<file path="src/rtl/video_bank_scheduler.sv">
// -----------------------------------------------------------------------------
// video_bank_scheduler
// Ping-pong controller for the two video frame banks. The VGA path reads one
// bank while the SPI acquisition path fills the other; banks are exchanged
// only on a vertical-sync boundary once the new image has been shown for
// REPEAT display frames and the next image is complete. A late image is
// handled by repeating the current one (underrun) and retrying next vsync.
//
// Optional build macro: VIDEO_BANK_UNDERRUN_CNT_EN
//   When defined, adds output underrun_count[7:0], a saturating count of
//   underrun vsyncs since the last playback start.
//
// Reset is asynchronous on assertion; release is expected to be synchronised
// to CLK_40 by the surrounding reset tree.
// -----------------------------------------------------------------------------
module video_bank_scheduler #(
  parameter int REPEAT   = 2,
  parameter int REPEAT_W = 4
) (
  input  logic       CLK_40,
  input  logic       reset_n,
  input  logic       init,
  input  logic       stop,
  input  logic       vsync_pulse,
  input  logic       video_data_ready,
  output logic       start_req,
  output logic       read_bank1,
  output logic       read_bank2,
  output logic       write_bank1,
  output logic       write_bank2,
  output logic [3:0] bank_counter,
  output logic       playing
`ifdef VIDEO_BANK_UNDERRUN_CNT_EN
  ,
  output logic [7:0] underrun_count
`endif
);

  // Last value of the repeat counter before a swap becomes due.
  localparam logic [REPEAT_W-1:0] REP_LAST = REPEAT_W'(REPEAT - 1);
  localparam logic [REPEAT_W-1:0] REP_ONE  = REPEAT_W'(1);

  typedef enum logic [1:0] {
    IDLE    = 2'd0,
    FILL    = 2'd1,
    WAIT_VS = 2'd2,
    RUN     = 2'd3
  } state_t;

  // Registered state and outputs.
  state_t                state_r;
  logic                  cur_r;       // 0: bank1 is displayed, 1: bank2 is displayed
  logic                  filled_r;    // write bank holds a complete next image
  logic [REPEAT_W-1:0]   rep_cnt_r;   // vsyncs already spent on the current image
  logic [3:0]            bank_cnt_r;
  logic                  start_r;
  logic                  rd1_r;
  logic                  rd2_r;
  logic                  wr1_r;
  logic                  wr2_r;
  logic                  playing_r;

  // Next-state values.
  state_t                state_s;
  logic                  cur_s;
  logic                  filled_s;
  logic [REPEAT_W-1:0]   rep_cnt_s;
  logic [3:0]            bank_cnt_s;
  logic                  start_s;
  logic                  rd1_s;
  logic                  rd2_s;
  logic                  wr1_s;
  logic                  wr2_s;
  logic                  playing_s;

  // A ready pulse in the same cycle as a vsync counts as already filled.
  logic                  ready_s;
  assign ready_s = filled_r | video_data_ready;

  // State register and all registered outputs.
  always_ff @(posedge CLK_40 or negedge reset_n) begin
    if (!reset_n) begin
      state_r    <= IDLE;
      cur_r      <= 1'b0;
      filled_r   <= 1'b0;
      rep_cnt_r  <= '0;
      bank_cnt_r <= 4'd0;
      start_r    <= 1'b0;
      rd1_r      <= 1'b0;
      rd2_r      <= 1'b0;
      wr1_r      <= 1'b0;
      wr2_r      <= 1'b0;
      playing_r  <= 1'b0;
    end else begin
      state_r    <= state_s;
      cur_r      <= cur_s;
      filled_r   <= filled_s;
      rep_cnt_r  <= rep_cnt_s;
      bank_cnt_r <= bank_cnt_s;
      start_r    <= start_s;
      rd1_r      <= rd1_s;
      rd2_r      <= rd2_s;
      wr1_r      <= wr1_s;
      wr2_r      <= wr2_s;
      playing_r  <= playing_s;
    end
  end

  // Next-state, bank-select and fetch-request decode.
  always_comb begin
    state_s    = state_r;
    cur_s      = cur_r;
    filled_s   = filled_r;
    rep_cnt_s  = rep_cnt_r;
    bank_cnt_s = bank_cnt_r;
    start_s    = 1'b0;
    rd1_s      = rd1_r;
    rd2_s      = rd2_r;
    wr1_s      = wr1_r;
    wr2_s      = wr2_r;

    case (state_r)
      IDLE: begin
        if (init) begin
          // First image always goes into bank1.
          state_s   = FILL;
          cur_s     = 1'b0;
          filled_s  = 1'b0;
          rep_cnt_s = '0;
          rd1_s     = 1'b0;
          rd2_s     = 1'b0;
          wr1_s     = 1'b1;
          wr2_s     = 1'b0;
          start_s   = 1'b1;
        end else begin
          state_s = IDLE;
          rd1_s   = 1'b0;
          rd2_s   = 1'b0;
          wr1_s   = 1'b0;
          wr2_s   = 1'b0;
        end
      end

      FILL: begin
        if (video_data_ready) begin
          state_s = WAIT_VS;
          wr1_s   = 1'b0;
        end else begin
          state_s = FILL;
        end
      end

      WAIT_VS: begin
        if (vsync_pulse) begin
          // Show bank1, start fetching the second image into bank2.
          state_s    = RUN;
          cur_s      = 1'b0;
          rd1_s      = 1'b1;
          rd2_s      = 1'b0;
          wr1_s      = 1'b0;
          wr2_s      = 1'b1;
          start_s    = 1'b1;
          rep_cnt_s  = '0;
          filled_s   = 1'b0;
          bank_cnt_s = bank_cnt_r + 4'd1;
        end else begin
          state_s = WAIT_VS;
        end
      end

      RUN: begin
        if (!vsync_pulse) begin
          filled_s = ready_s;
        end else if (rep_cnt_r < REP_LAST) begin
          // Current image still owes display frames.
          rep_cnt_s = rep_cnt_r + REP_ONE;
          filled_s  = ready_s;
        end else if (ready_s && !stop) begin
          // Exchange roles: the freshly filled bank becomes the read bank.
          cur_s      = ~cur_r;
          rd1_s      = cur_r;
          rd2_s      = ~cur_r;
          wr1_s      = ~cur_r;
          wr2_s      = cur_r;
          start_s    = 1'b1;
          filled_s   = 1'b0;
          rep_cnt_s  = '0;
          bank_cnt_s = bank_cnt_r + 4'd1;
        end else if (stop) begin
          state_s   = IDLE;
          rd1_s     = 1'b0;
          rd2_s     = 1'b0;
          wr1_s     = 1'b0;
          wr2_s     = 1'b0;
          filled_s  = 1'b0;
          rep_cnt_s = '0;
        end else begin
          // Underrun: keep showing the current image, swap stays due.
          rep_cnt_s = REP_LAST;
          filled_s  = 1'b0;
        end
      end

      default: begin
        state_s   = IDLE;
        cur_s     = 1'b0;
        filled_s  = 1'b0;
        rep_cnt_s = '0;
        rd1_s     = 1'b0;
        rd2_s     = 1'b0;
        wr1_s     = 1'b0;
        wr2_s     = 1'b0;
      end
    endcase

    playing_s = (state_s == WAIT_VS) || (state_s == RUN);
  end

  assign start_req    = start_r;
  assign read_bank1   = rd1_r;
  assign read_bank2   = rd2_r;
  assign write_bank1  = wr1_r;
  assign write_bank2  = wr2_r;
  assign bank_counter = bank_cnt_r;
  assign playing      = playing_r;

`ifdef VIDEO_BANK_UNDERRUN_CNT_EN
  logic [7:0] und_cnt_r;
  logic       underrun_s;
  logic       restart_s;

  // Detect the underrun vsync and the playback-start event.
  always_comb begin
    underrun_s = 1'b0;
    restart_s  = 1'b0;
    if ((state_r == RUN) && vsync_pulse && (rep_cnt_r == REP_LAST) && !ready_s && !stop) begin
      underrun_s = 1'b1;
    end else begin
      underrun_s = 1'b0;
    end
    if ((state_r == IDLE) && init) begin
      restart_s = 1'b1;
    end else begin
      restart_s = 1'b0;
    end
  end

  // Saturating underrun counter, cleared when playback starts.
  always_ff @(posedge CLK_40 or negedge reset_n) begin
    if (!reset_n) begin
      und_cnt_r <= 8'd0;
    end else if (restart_s) begin
      und_cnt_r <= 8'd0;
    end else if (underrun_s && (und_cnt_r != 8'hFF)) begin
      und_cnt_r <= und_cnt_r + 8'd1;
    end
  end

  assign underrun_count = und_cnt_r;
`endif

endmodule

</file>
<file path="config.mk">
export PLATFORM = sky130hd
export DESIGN_NAME = video_bank_scheduler
export DESIGN_NICKNAME = d
export VERILOG_FILES = /design/src/rtl/video_bank_scheduler.sv
export SDC_FILE = /design/constraint.sdc
export NUM_CORES = 1
export LEC_CHECK = 0
export BUFFER_PORTS_ARGS = -buffer_cell sky130_fd_sc_hd__buf_4
export CORE_MARGIN = 8
export CORE_UTILIZATION = 50
export DETAILED_ROUTE_END_ITERATION = 16
export GPL_ROUTABILITY_DRIVEN = 0
export GPL_TIMING_DRIVEN = 0
export PLACE_DENSITY = 0.82
export SLEW_MARGIN = 15
export SYNTH_ARGS = -nofsm -noshare
export SYNTH_HDL_FRONTEND = slang
export SYNTH_SLANG_ARGS = --single-unit
</file>
<file path="constraint.sdc">
create_clock -name CLK_40 -period 3.6 [get_ports CLK_40]
set_input_delay 0.72 -clock CLK_40 [delete_from_list [all_inputs] [get_ports CLK_40]]
set_output_delay 0.72 -clock CLK_40 [all_outputs]
set_load 0.02 [all_outputs]
</file>
==> Word level (Yosys, flattened, before mapping) <==
Cells that the tools add are included.
{ "word_totals": {"elab_cells": 86, "out_inout_bits": 10, "reg_bits": 17} }
{ "classes": {"eq_ne": 12, "n_lt_le_gt_ge": 1, "muxes": 47, "add_sub_neg": 2, "bitwise_logic": 2, "n_reduce_logical": 12} }
{ "op_table": {"columns": ["operator", "n"], "rows": [
  ["two-way mux 4 bit", 8],
  ["two-way mux 1 bit", 25],
  ["one-hot mux 1 bit (3 select lines)", 5],
  ["AND reduction 5 bit", 3],
  ["inequality test 2 bit (second input constant)", 6],
  ["one-hot mux 4 bit (3 select lines)", 1],
  ["two-way mux 2 bit", 5],
  ["adder 4 x 1 -> 4 bit (second input constant)", 2],
  ["equality test 2 bit (second input constant)", 4],
  ["one-hot mux 2 bit (4 select lines)", 1],
  ["one-hot mux 4 bit (2 select lines)", 1],
  ["AND reduction 6 bit", 1],
  ["< comparator 4 x 1 -> 1 bit (second input constant)", 1],
  ["one-hot mux 1 bit (4 select lines)", 1],
  ["AND reduction 4 bit", 1],
  ["inequality test 3 bit (second input constant)", 1],
  ["AND reduction 3 bit", 1],
  ["nonzero test 3 bit", 1],
  ["equality test 2 x 1 -> 1 bit (second input constant)", 1],
  ["zero test 2 bit", 1],
  ["nonzero test 2 bit", 1],
  ["logical AND 1 bit", 1],
  ["zero test 1 bit", 1],
  ["logical OR 1 bit", 1],
  ["2 further kinds", 2]
]} }

==> Depth between registers and ports, before layout <==
Gate-level depths: netlist (run 1).
{ "depth": {"word_depth": 8, "ltp_mapped": 6} }

==> Worst setup path after synthesis (run 1) <==
No wires, ideal clock.
{ "synth_timing": {"path_kind": "in2reg", "startpoint": "input stop", "endpoint": "register bank_cnt_r[1], in the netlist bank_counter[1]", "t_arrival_ns": 1.604, "path_stages": 3, "slack_ns": 1.868, "path_buffers": 0, "setup_time_ns": 0.128, "cell_sequence": "o21bai_2 -> a211oi_2 -> mux2_1"} }
{ "synth_between": {"elab_chain_cells": 4} }
{ "synth_rtl": {"columns": ["item", "line_no", "rtl"], "rows": [
  ["start, declared", "23", "input logic stop,"],
  ["zero test 1 bit", "178", "end else if (ready_s && !stop) begin"],
  ["logical AND 1 bit", "178", null],
  ["inequality test 2 bit (no source line)", null, null],
  ["AND reduction 5 bit (no source line)", null, null],
  ["end signal, assigned", "99", "bank_cnt_r <= bank_cnt_s;"],
  ["end, declared", "55", "logic [3:0] bank_cnt_r;"]
]} }
Every way passes these cells.
A chain may end at the register's enable or synchronous reset.

==> Worst setup path in the final report (run 1) <==
{ "layout_timing": {"startpoint": "register wr2_r, in the netlist write_bank2", "endpoint": "output write_bank2"} }
{ "layout_lines": {"columns": ["item", "line_no", "rtl"], "rows": [
  ["start, declared", "60", "logic wr2_r;"],
  ["start signal, assigned", "104", "wr2_r <= wr2_s;"],
  ["end, declared", "30", "output logic write_bank2,"]
]} }
No word-level cell between the ends.

==> flow_summary.toml, run 1 <==
[run_status]
status = "finished clean"

[worst_setup_path]
critPathMaxStageDelay_ns = 0.43
r2r_cells = 5
cp.depth = 2
crit_buf_inv = 2
rrSetupSlack_ns = 1.90
critical_path.top_delay_family = "flip-flops"
critPathRequiredTime_ns = 2.88
r2r-start = "rep_cnt_r[0]"
cpMaxStageDelayCell = "dfrtp_1"
cp_max_fo = 5
cp-end-kind = "output port"
crit_top_cell = "buf_4"
reg2reg_to = "bank_counter[1]"
cp-start-kind = "register"
worstPathArrival_ns = 1.02
cp_cell_sequence = "buf_4, buf_4"
worstSetupPathType = "reg -> out"

[synthesis]
synth-seq-cells = 17
synth_area_um2 = 896
synth_area_leader_cell = "dfrtp_1"
yosys.area_share.simple_pct = 18.4
ys_top_cells_by_area = "dfrtp_1 47%, nand2_1 4.6%, ha_1 4.2%"
synth_nets = 96
synth_top_area_share_pct = 47.5
synthCells = 87
synth_top_family_by_area = "compound AO/OA/AOI/OAI gates"
synth_seq_area_share_pct = 47.5
synth_edf_count = 0
syn_avg_cell_area_um2 = 10.3
muxShareOfSynthArea_pct = 2.93
ys_warn_count = 0
async_reset_ff_share_pct = 100
synth_top_flop_cell = "dfrtp_1"
synth_cell_type_count = 37
synth_compound_area_share_pct = 19.7
synthAdderAreaFrac_pct = 4.19
synth_xor_xnor_area_share_pct = 2.93

[clocking]
clock_sinks = 17
postCtsHoldBufs = 0
cts.reportedPaths.clkPinSlew_ns = 0.09
htree_levels = 1
postCtsSetupBuffers = 0
cts_tree = "done"
root_buffer = "clkbuf_4"
clk_path_buf_depth = 2
clk_latency_ns = 0.29
cts_resized = 0
cts-buffers-inserted = 3

[detailed_routing]
first_iter_violations = 13
drc_errors = 0
route.vias.total = 699
firstDrtPassIters = 4
wl_mm = 1.81
ant_nets = 0
wl_per_cell_um = 13.8
viasPerCell = 5.34

[die]
num_io_pins = 16
die_x_um = 58.3
die_area_um2 = 3400
initial_core_util_pct = 52.5
die_h_um = 58.3
row_count = 15
core-area_um2 = 1710

[final_layout]
multi_input_area_um2 = 432
layout.nets = 116
syn_to_final_growth_pct = 19.0
fin_area_um2 = 1070
regArea_um2 = 425
n_antenna_cell = 0
num-fill-cells = 151
layout-drive-gt1-share_pct = 29.2

[sta]
worst_pin_slew_ns = 0.536
rsz0062_at_grt = "false"
drv_slew = 0
fin_setup_tns_ns = 0
finalHoldViolCount = 0
fin_crit_sh_pct = 48.3
fin_hold_ws_ns = 0.275
setup_viol = 0
finalCriticalPeriod_ns = 1.74
clock_skew_ns = 0.00336
fmax_ghz = 0.576
slew_headroom_pct = 64.2

[global_route]
grt_overflow = 0
grtUsageTotal_pct = 12.2
grt_max_degree = 18
grt_pass1_vias = 754
antenna_found_initial = 0
grt_pass1_wl_mm = 3.25

[power]
power.total_mw = 0.921
p_per_area_nw_per_um2 = 864
p_leak_nw = 0.489
vdd.ir_drop.worst_mv = 0.474

[worst_hold_path]
hold_path_class = "in -> async"

[place]
dp_hpwl_mm = 1.39
numPortBuffers = 15
postPlaceCellArea_um2 = 1040

[run]
maxCapViolCount = 0
-- report_power, final --
part	switching (mW)	total (mW)	internal, mW
registers	0.0669	0.332	0.265
logic	0.267	0.488	0.221
clock network	0.0577	0.101	0.0431
-- metal layers --
layer | global-route usage, % | routed length (um) | vias up
met5 | 0 | 0 | -
met2 | 18.3 | 854 | 20
li1 | - | - | 345
met4 | 7.34 | 36 | 0
met3 | 3.26 | 98 | 4
met1 | 15.2 | 822 | 330
-- flip-flops by register name, summed over array words and instances, names as in the netlist --
signal,cells
bank_counter,4
cur_r,1
filled_r,1
playing,1
read_bank2,1
rep_cnt_r,4
start_req,1
state_r,2
write_bank1,1
write_bank2,1
-- final cells by class --
cell class              instances  share of cell area (%)
inverters                       4                    1.41
multi-input cells              62                    40.5
flip-flops and latches         17                    39.9
plain buffers                   4                    2.23
well taps                      25                    2.93
repair buffers                 15                    10.6
clock buffers                   4                    2.46
-- worst max path at each step --
stage,start,slack [ns],endpoint
floorplan,stop,1.87,bank_counter[1]
global placement,stop,1.65,bank_counter[1]
detailed placement,stop,1.63,bank_counter[1]
CTS,write_bank2,1.85,write_bank2
global route,rep_cnt_r[0],1.76,bank_counter[1]
finish,write_bank2,1.86,write_bank2
-- cell usage after synthesis (2+ instances only) --
master,number
nand2_1,11
ha_1,3
o21ai_0,6
dfrtp_1,17
buf_4,2
o31ai_1,2
or3b_4,2
inv_1,4
xnor2_1,2
a21oi_1,7
o21ai_1,3
nor2_1,3
-- cell families (layout without fill, tap and decap cells) --
| group | count (synthesis) | in the layout |
|---|---|---|
| adder cells (fa/ha/maj) | 3 | 3 |
| buffers and inverters | 8 | 27 |
| AND/OR/NAND/NOR | 28 | 28 |
| XOR/XNOR | 3 | 3 |
| AO/OA/AOI/OAI | 26 | 26 |
| multiplexers | 2 | 2 |
| flip-flops | 17 | 17 |
-- through the flow --
step | instances | util [%] | setup slack, ns
5_1_grt | 131 | 62.4 | 1.76
2_1_floorplan | 87 | - | 1.87
3_3_place_gp | 127 | 60.9 | 1.65
6_report | 131 | 62.4 | 1.86
4_1_cts | 131 | 62.4 | 1.85
3_5_place_dp | 127 | 60.9 | 1.63
-- cells in the final DEF, fill, tap and decap left out, types with 2 or more instances in the layout --
master,instances
a21oi_1,7
buf_4,17
clkbuf_1,2
clkbuf_4,3
dfrtp_1,17
ha_1,3
inv_1,4
nand2_1,11
nor2_1,3
o21ai_0,6
o21ai_1,3
o31ai_1,2
or3b_4,2
xnor2_1,2
Power figures use the tool's default switching activity.
==> run 2, diff against run 1 <==
==> constraint.sdc (replaced) <==
create_clock -name CLK_40 -period 1.7 [get_ports CLK_40]
set_input_delay 0.34 -clock CLK_40 [delete_from_list [all_inputs] [get_ports CLK_40]]
set_output_delay 0.34 -clock CLK_40 [all_outputs]
set_load 0.02 [all_outputs]
==> run 2 against run 1 <==
Sequential power grew 110%. Cell count increased by 3.8%. Total power is 120% higher. Die area stayed put. Sequential share of layout area is 2.0 points lower. Highest routed layer unchanged. Wire length is 4.0% higher. Final area up 5.2%.
==> flow_summary.toml, run 2 (synthesized netlist as in run 1, its figures left out) <==
[run_status]
status = "finished clean"

[global_route]
antenna_found_initial = 0
grtUsageTotal_pct = 12.5
grt_max_degree = 18
grt_pass1_wl_mm = 3.33
grt_overflow = 0
grt_pass1_vias = 775

[place]
pre_cts_slack_ns = -0.00974
dp.cells = 127
postPlaceCellArea_um2 = 1040
numPortBuffers = 15
dp_hpwl_mm = 1.39

[power]
p_leak_nw = 0.518
power.total_mw = 2.05
p_per_area_nw_per_um2 = 1830
vdd.ir_drop.worst_mv = 1.06

[die]
num_io_pins = 16
core-area_um2 = 1710
die_h_um = 58.3
die_area_um2 = 3400
initial_core_util_pct = 52.5
row_count = 15
die_x_um = 58.3

[final_layout]
fin_util_pct = 65.6
final-instance-count-excl-fill = 136
multi_input_area_um2 = 447
num-fill-cells = 141
regArea_um2 = 425
fin_area_um2 = 1120
syn_to_final_growth_pct = 25.1
layout-drive-gt1-share_pct = 32.4
final_cell_mix = "21 x buf_4, 17 x dfrtp_1, 11 x nand2_1"
n_antenna_cell = 0
layout_commonest_cell = "buf_4"
layout.nets = 121

[clocking]
clk_path_buf_depth = 2
cts.reportedPaths.clkPinSlew_ns = 0.10
root_buffer = "clkbuf_4"
htree_levels = 1
clock_sinks = 17
cts-buffers-inserted = 3
cts_tree = "done"
clk_latency_ns = 0.29

[sta]
slew_headroom_pct = 64.8
finalHoldViolCount = 0
worst_pin_slew_ns = 0.527
fin_ws_ns = 0.0619
fin_hold_ws_ns = 0.366
setup_viol = 0
clock_skew_ns = 0.00347
fmax_ghz = 0.610
fin_setup_tns_ns = 0
drv_slew = 0
finalCriticalPeriod_ns = 1.64
fin_crit_sh_pct = 96.4

[detailed_routing]
drc_errors = 0
viasPerCell = 5.47
ant_nets = 0
wl_mm = 1.88
firstDrtPassIters = 4
wl_per_cell_um = 13.9
first_iter_violations = 14
route.vias.total = 744

[worst_setup_path]
cp-start-kind = "register"
critPathMaxStageDelay_ns = 0.42
r2r-start = "rep_cnt_r[1]"
cp-end-kind = "register"
worstSetupPathType = "reg -> reg"
cp_max_fo = 3
worstPathArrival_ns = 1.82
critPathRequiredTime_ns = 1.88
cpMaxStageDelayCell = "or3b_4"
startpoint = "rep_cnt_r[1]"
cp_cell_sequence = "inv_1, ha_2, or3b_4, nor2_4, a311oi_2, mux2_4"

[worst_hold_path]
hold_path_class = "in -> reg"
worstHoldStart = "init"

[run]
maxCapViolCount = 0
-- run 2: cell types whose count changed in the layout (fill, tap and decap cells not counted) --
cell and change:
nand2_4 +1, dlygate4sd3_1 +1, buf_4 +4, a211oi_4 +1
nand2_2 -1, ha_2 +1, a211oi_2 -1, ha_1 -1
-- run 2: final timing paths --
path / depth (start not counted) / slack (ns) / endpoint
setup reg to reg: 6 / 0.06 / write_bank1
hold reg to reg: 1 / 0.48 / bank_counter[3]
max in group asynchronous: 2 / 1.07 / state_r[0]
hold / removal: 3 / 0.37 / state_r[0]
min in group asynchronous: 2 / 0.44 / filled_r
setup / recovery: 6 / 0.06 / write_bank1
-- run 2: critical path, delay by kind of cell, from the launching register on --
family                   cells  cell delay, ns
adder cells (fa/ha/maj)      1            0.17
flip-flops                   1            0.40
AO/OA/AOI/OAI                1            0.05
buffers and inverters        1            0.06
multiplexers                 1            0.32
AND/OR/NAND/NOR              2            0.53
-- run 2: power by group --
| group | leakage, nW | internal, mW | switching [mW] |
|---|---|---|---|
| clock network | 0.0150 | 0.0912 | 0.121 |
| logic | 0.294 | 0.533 | 0.602 |
| registers | 0.210 | 0.562 | 0.139 |
-- run 2: layout make-up --
cell class                 count  share of cell area [%]
buffer                         4                    2.12
clock buffer                   4                    2.34
inverter                       4                    1.34
multi-input combinational     62                    39.8
sequential                    17                    37.9
tap                           25                    2.79
timing repair buffer          20                    13.6
-- run 2: repair_timing --
| item | 4_1_cts | 5_1_grt |
|---|---|---|
| buffers inserted | 1 | 3 |
| hold buffers | 1 | 0 |
| resized for setup | 1 | 2 |
| endpoints found under the hold margin | 17 | 0 |
| endpoints found under the setup margin | 2 | 5 |
| cloned | 0 | 0 |
| pin swaps | 0 | 2 |
-- run 2: routing by layer --
| metal | GRT usage (%) | part of all wire, % |
|---|---|---|
| met3 | 3.26 | 5.4 |
| met1 | 15.6 | 45 |
| met2 | 18.7 | 47 |
| met5 | 0 | 0 |
| met4 | 7.34 | 3.0 |
==> run 3, diff against run 2 <==
--- a/config.mk
+++ b/config.mk
@@ -7,11 +7,11 @@
 export LEC_CHECK = 0
 export BUFFER_PORTS_ARGS = -buffer_cell sky130_fd_sc_hd__buf_4
 export CORE_MARGIN = 8
-export CORE_UTILIZATION = 50
+export CORE_UTILIZATION = 35
 export DETAILED_ROUTE_END_ITERATION = 16
 export GPL_ROUTABILITY_DRIVEN = 0
 export GPL_TIMING_DRIVEN = 0
-export PLACE_DENSITY = 0.82
+export PLACE_DENSITY = 0.63
 export SLEW_MARGIN = 15
 export SYNTH_ARGS = -nofsm -noshare
 export SYNTH_HDL_FRONTEND = slang
==> run 3 against run 2 <==
Register-to-register slack gained 0.02 ns. Wire length shrank 7.4%. Clock power grew 3%. Cell count grew 2.2%. Fmax grew 1.0%. Core utilization shrank 20 points. Worst setup slack gained 0.016 ns.
==> flow_summary.toml, run 3 (synthesized netlist as in run 1, its figures left out) <==
[run_status]
status = "finished clean"

[sta]
finalCriticalPeriod_ns = 1.62
fmax_ghz = 0.617
slew_headroom_pct = 66.8
worst_pin_slew_ns = 0.497
setup_viol = 0
drv_slew = 0
fin_crit_sh_pct = 95.4
finalHoldViolCount = 0
clock_skew_ns = 0.0102
fin_setup_tns_ns = 0
fin_ws_ns = 0.0783

[worst_setup_path]
cp_max_fo = 3
cp-start-kind = "register"
cp_cell_sequence = "inv_1, ha_1, or3b_4, nor2_4, a311oi_2, mux2_4"
critPathMaxStageDelay_ns = 0.42
cp-end-kind = "register"
worstSetupPathType = "reg -> reg"
r2r-start = "rep_cnt_r[1]"
cpMaxStageDelayCell = "or3b_4"
worstPathArrival_ns = 1.82
startpoint = "rep_cnt_r[1]"
critPathRequiredTime_ns = 1.90

[global_route]
grtUsageTotal_pct = 8.49
grt_overflow = 0
antenna_found_initial = 0
grt_max_degree = 18
grt_pass1_vias = 644
grt_pass1_wl_mm = 2.94

[die]
num_io_pins = 16
die_x_um = 66.6
initial_core_util_pct = 36.5
die_h_um = 66.6
die_area_um2 = 4430
row_count = 18
core-area_um2 = 2450

[worst_hold_path]
worstHoldStart = "vsync_pulse"
hold_path_class = "in -> reg"

[final_layout]
regArea_um2 = 425
layout_commonest_cell = "buf_4"
fin_util_pct = 45.3
n_antenna_cell = 0
final_cell_mix = "19 x buf_4, 17 x dfrtp_1, 11 x nand2_1"
layout-drive-gt1-share_pct = 31.2
final-instance-count-excl-fill = 139
num-fill-cells = 242
fin_area_um2 = 1110
multi_input_area_um2 = 444
syn_to_final_growth_pct = 24.0
layout.nets = 119

[detailed_routing]
firstDrtPassIters = 4
route.vias.total = 690
viasPerCell = 4.96
drc_errors = 0
first_iter_violations = 8
wl_per_cell_um = 12.5
ant_nets = 0
wl_mm = 1.74

[clocking]
cts.reportedPaths.clkPinSlew_ns = 0.10
cts_tree = "done"
clk_path_buf_depth = 2
cts-buffers-inserted = 3
root_buffer = "clkbuf_4"
htree_levels = 1
clock_sinks = 17
clk_latency_ns = 0.30

[place]
dp.cells = 132
numPortBuffers = 15
postPlaceCellArea_um2 = 1050
dp_hpwl_mm = 1.33
pre_cts_slack_ns = -0.0123

[power]
p_per_area_nw_per_um2 = 1810
vdd.ir_drop.worst_mv = 0.988
p_leak_nw = 0.512

[run]
maxCapViolCount = 0
[run 3: changes by cell type in the layout (fill, tap and decap cells not counted), sizes merged]
cell,before,now
buf,22,20
clkbuf,5,4
clkinv,0,1
[run 3: power breakdown]
group          internal, mW  total [mW]  switching, mW
clock                0.0877       0.220          0.132
combinational         0.512        1.10          0.585
sequential            0.562       0.694          0.133
total                  1.16        2.01          0.849
[run 3: area by class of cell]
type	instances	share of cell area, %
buffer	4	2.14
clock buffer	3	2.03
clock inverter	1	0.450
inverter	4	1.35
multi-input combinational	62	40.0
sequential	17	38.3
tap	30	3.38
timing repair buffer	18	12.4
[run 3: path summary, 6_finish.rpt]
| check | end | slack, ns | depth (start not counted) |
|---|---|---|---|
| hold / removal | write_bank2 | 0.37 | 3 |
| setup reg to reg | write_bank1 | 0.08 | 6 |
| max in group asynchronous | state_r[1] | 1.08 | 2 |
| min in group asynchronous | rep_cnt_r[3] | 0.43 | 2 |
| hold reg to reg | bank_counter[3] | 0.49 | 1 |
| setup / recovery | write_bank1 | 0.08 | 6 |
[run 3: repair_timing]
| action | 4_1_cts | 5_1_grt |
|---|---|---|
| gates resized for setup | 1 | 1 |
| endpoints found under the setup margin | 2 | 2 |
| setup buffers | 1 | 1 |
| endpoints found under the hold margin | 17 | 0 |
| pin swaps | 0 | 2 |
| hold buffers | 1 | 0 |
[run 3: through the flow]
step                      hold WS, ns  power [mW]
after global placement          0.219        1.72
after CTS                       0.350        2.01
after global routing            0.376        2.18
after floorplan                0.0444        1.42
after detailed placement        0.221        1.74
final                           0.366        2.01
[run 3: per-layer routing]
metal | vias to the layer above | part of all wire (%) | GRT usage, % | routed length (um)
met5 | - | 0 | 0 | 0
met3 | 3 | 5.2 | 3.69 | 90
met2 | 10 | 50 | 13.9 | 870
met1 | 325 | 44 | 9.80 | 764
met4 | 0 | 1.1 | 2.40 | 19
li1 | 352 | - | - | -
[run 3: critical path, delay by kind of cell, from the launching register on]
family	cells	cell delay [ns]
and+or+nand+nor	2	0.53
buffers and inverters	1	0.06
adders and majority gates	1	0.15
AOI/OAI and AO/OA	1	0.05
muxes	1	0.32
DFF	1	0.41
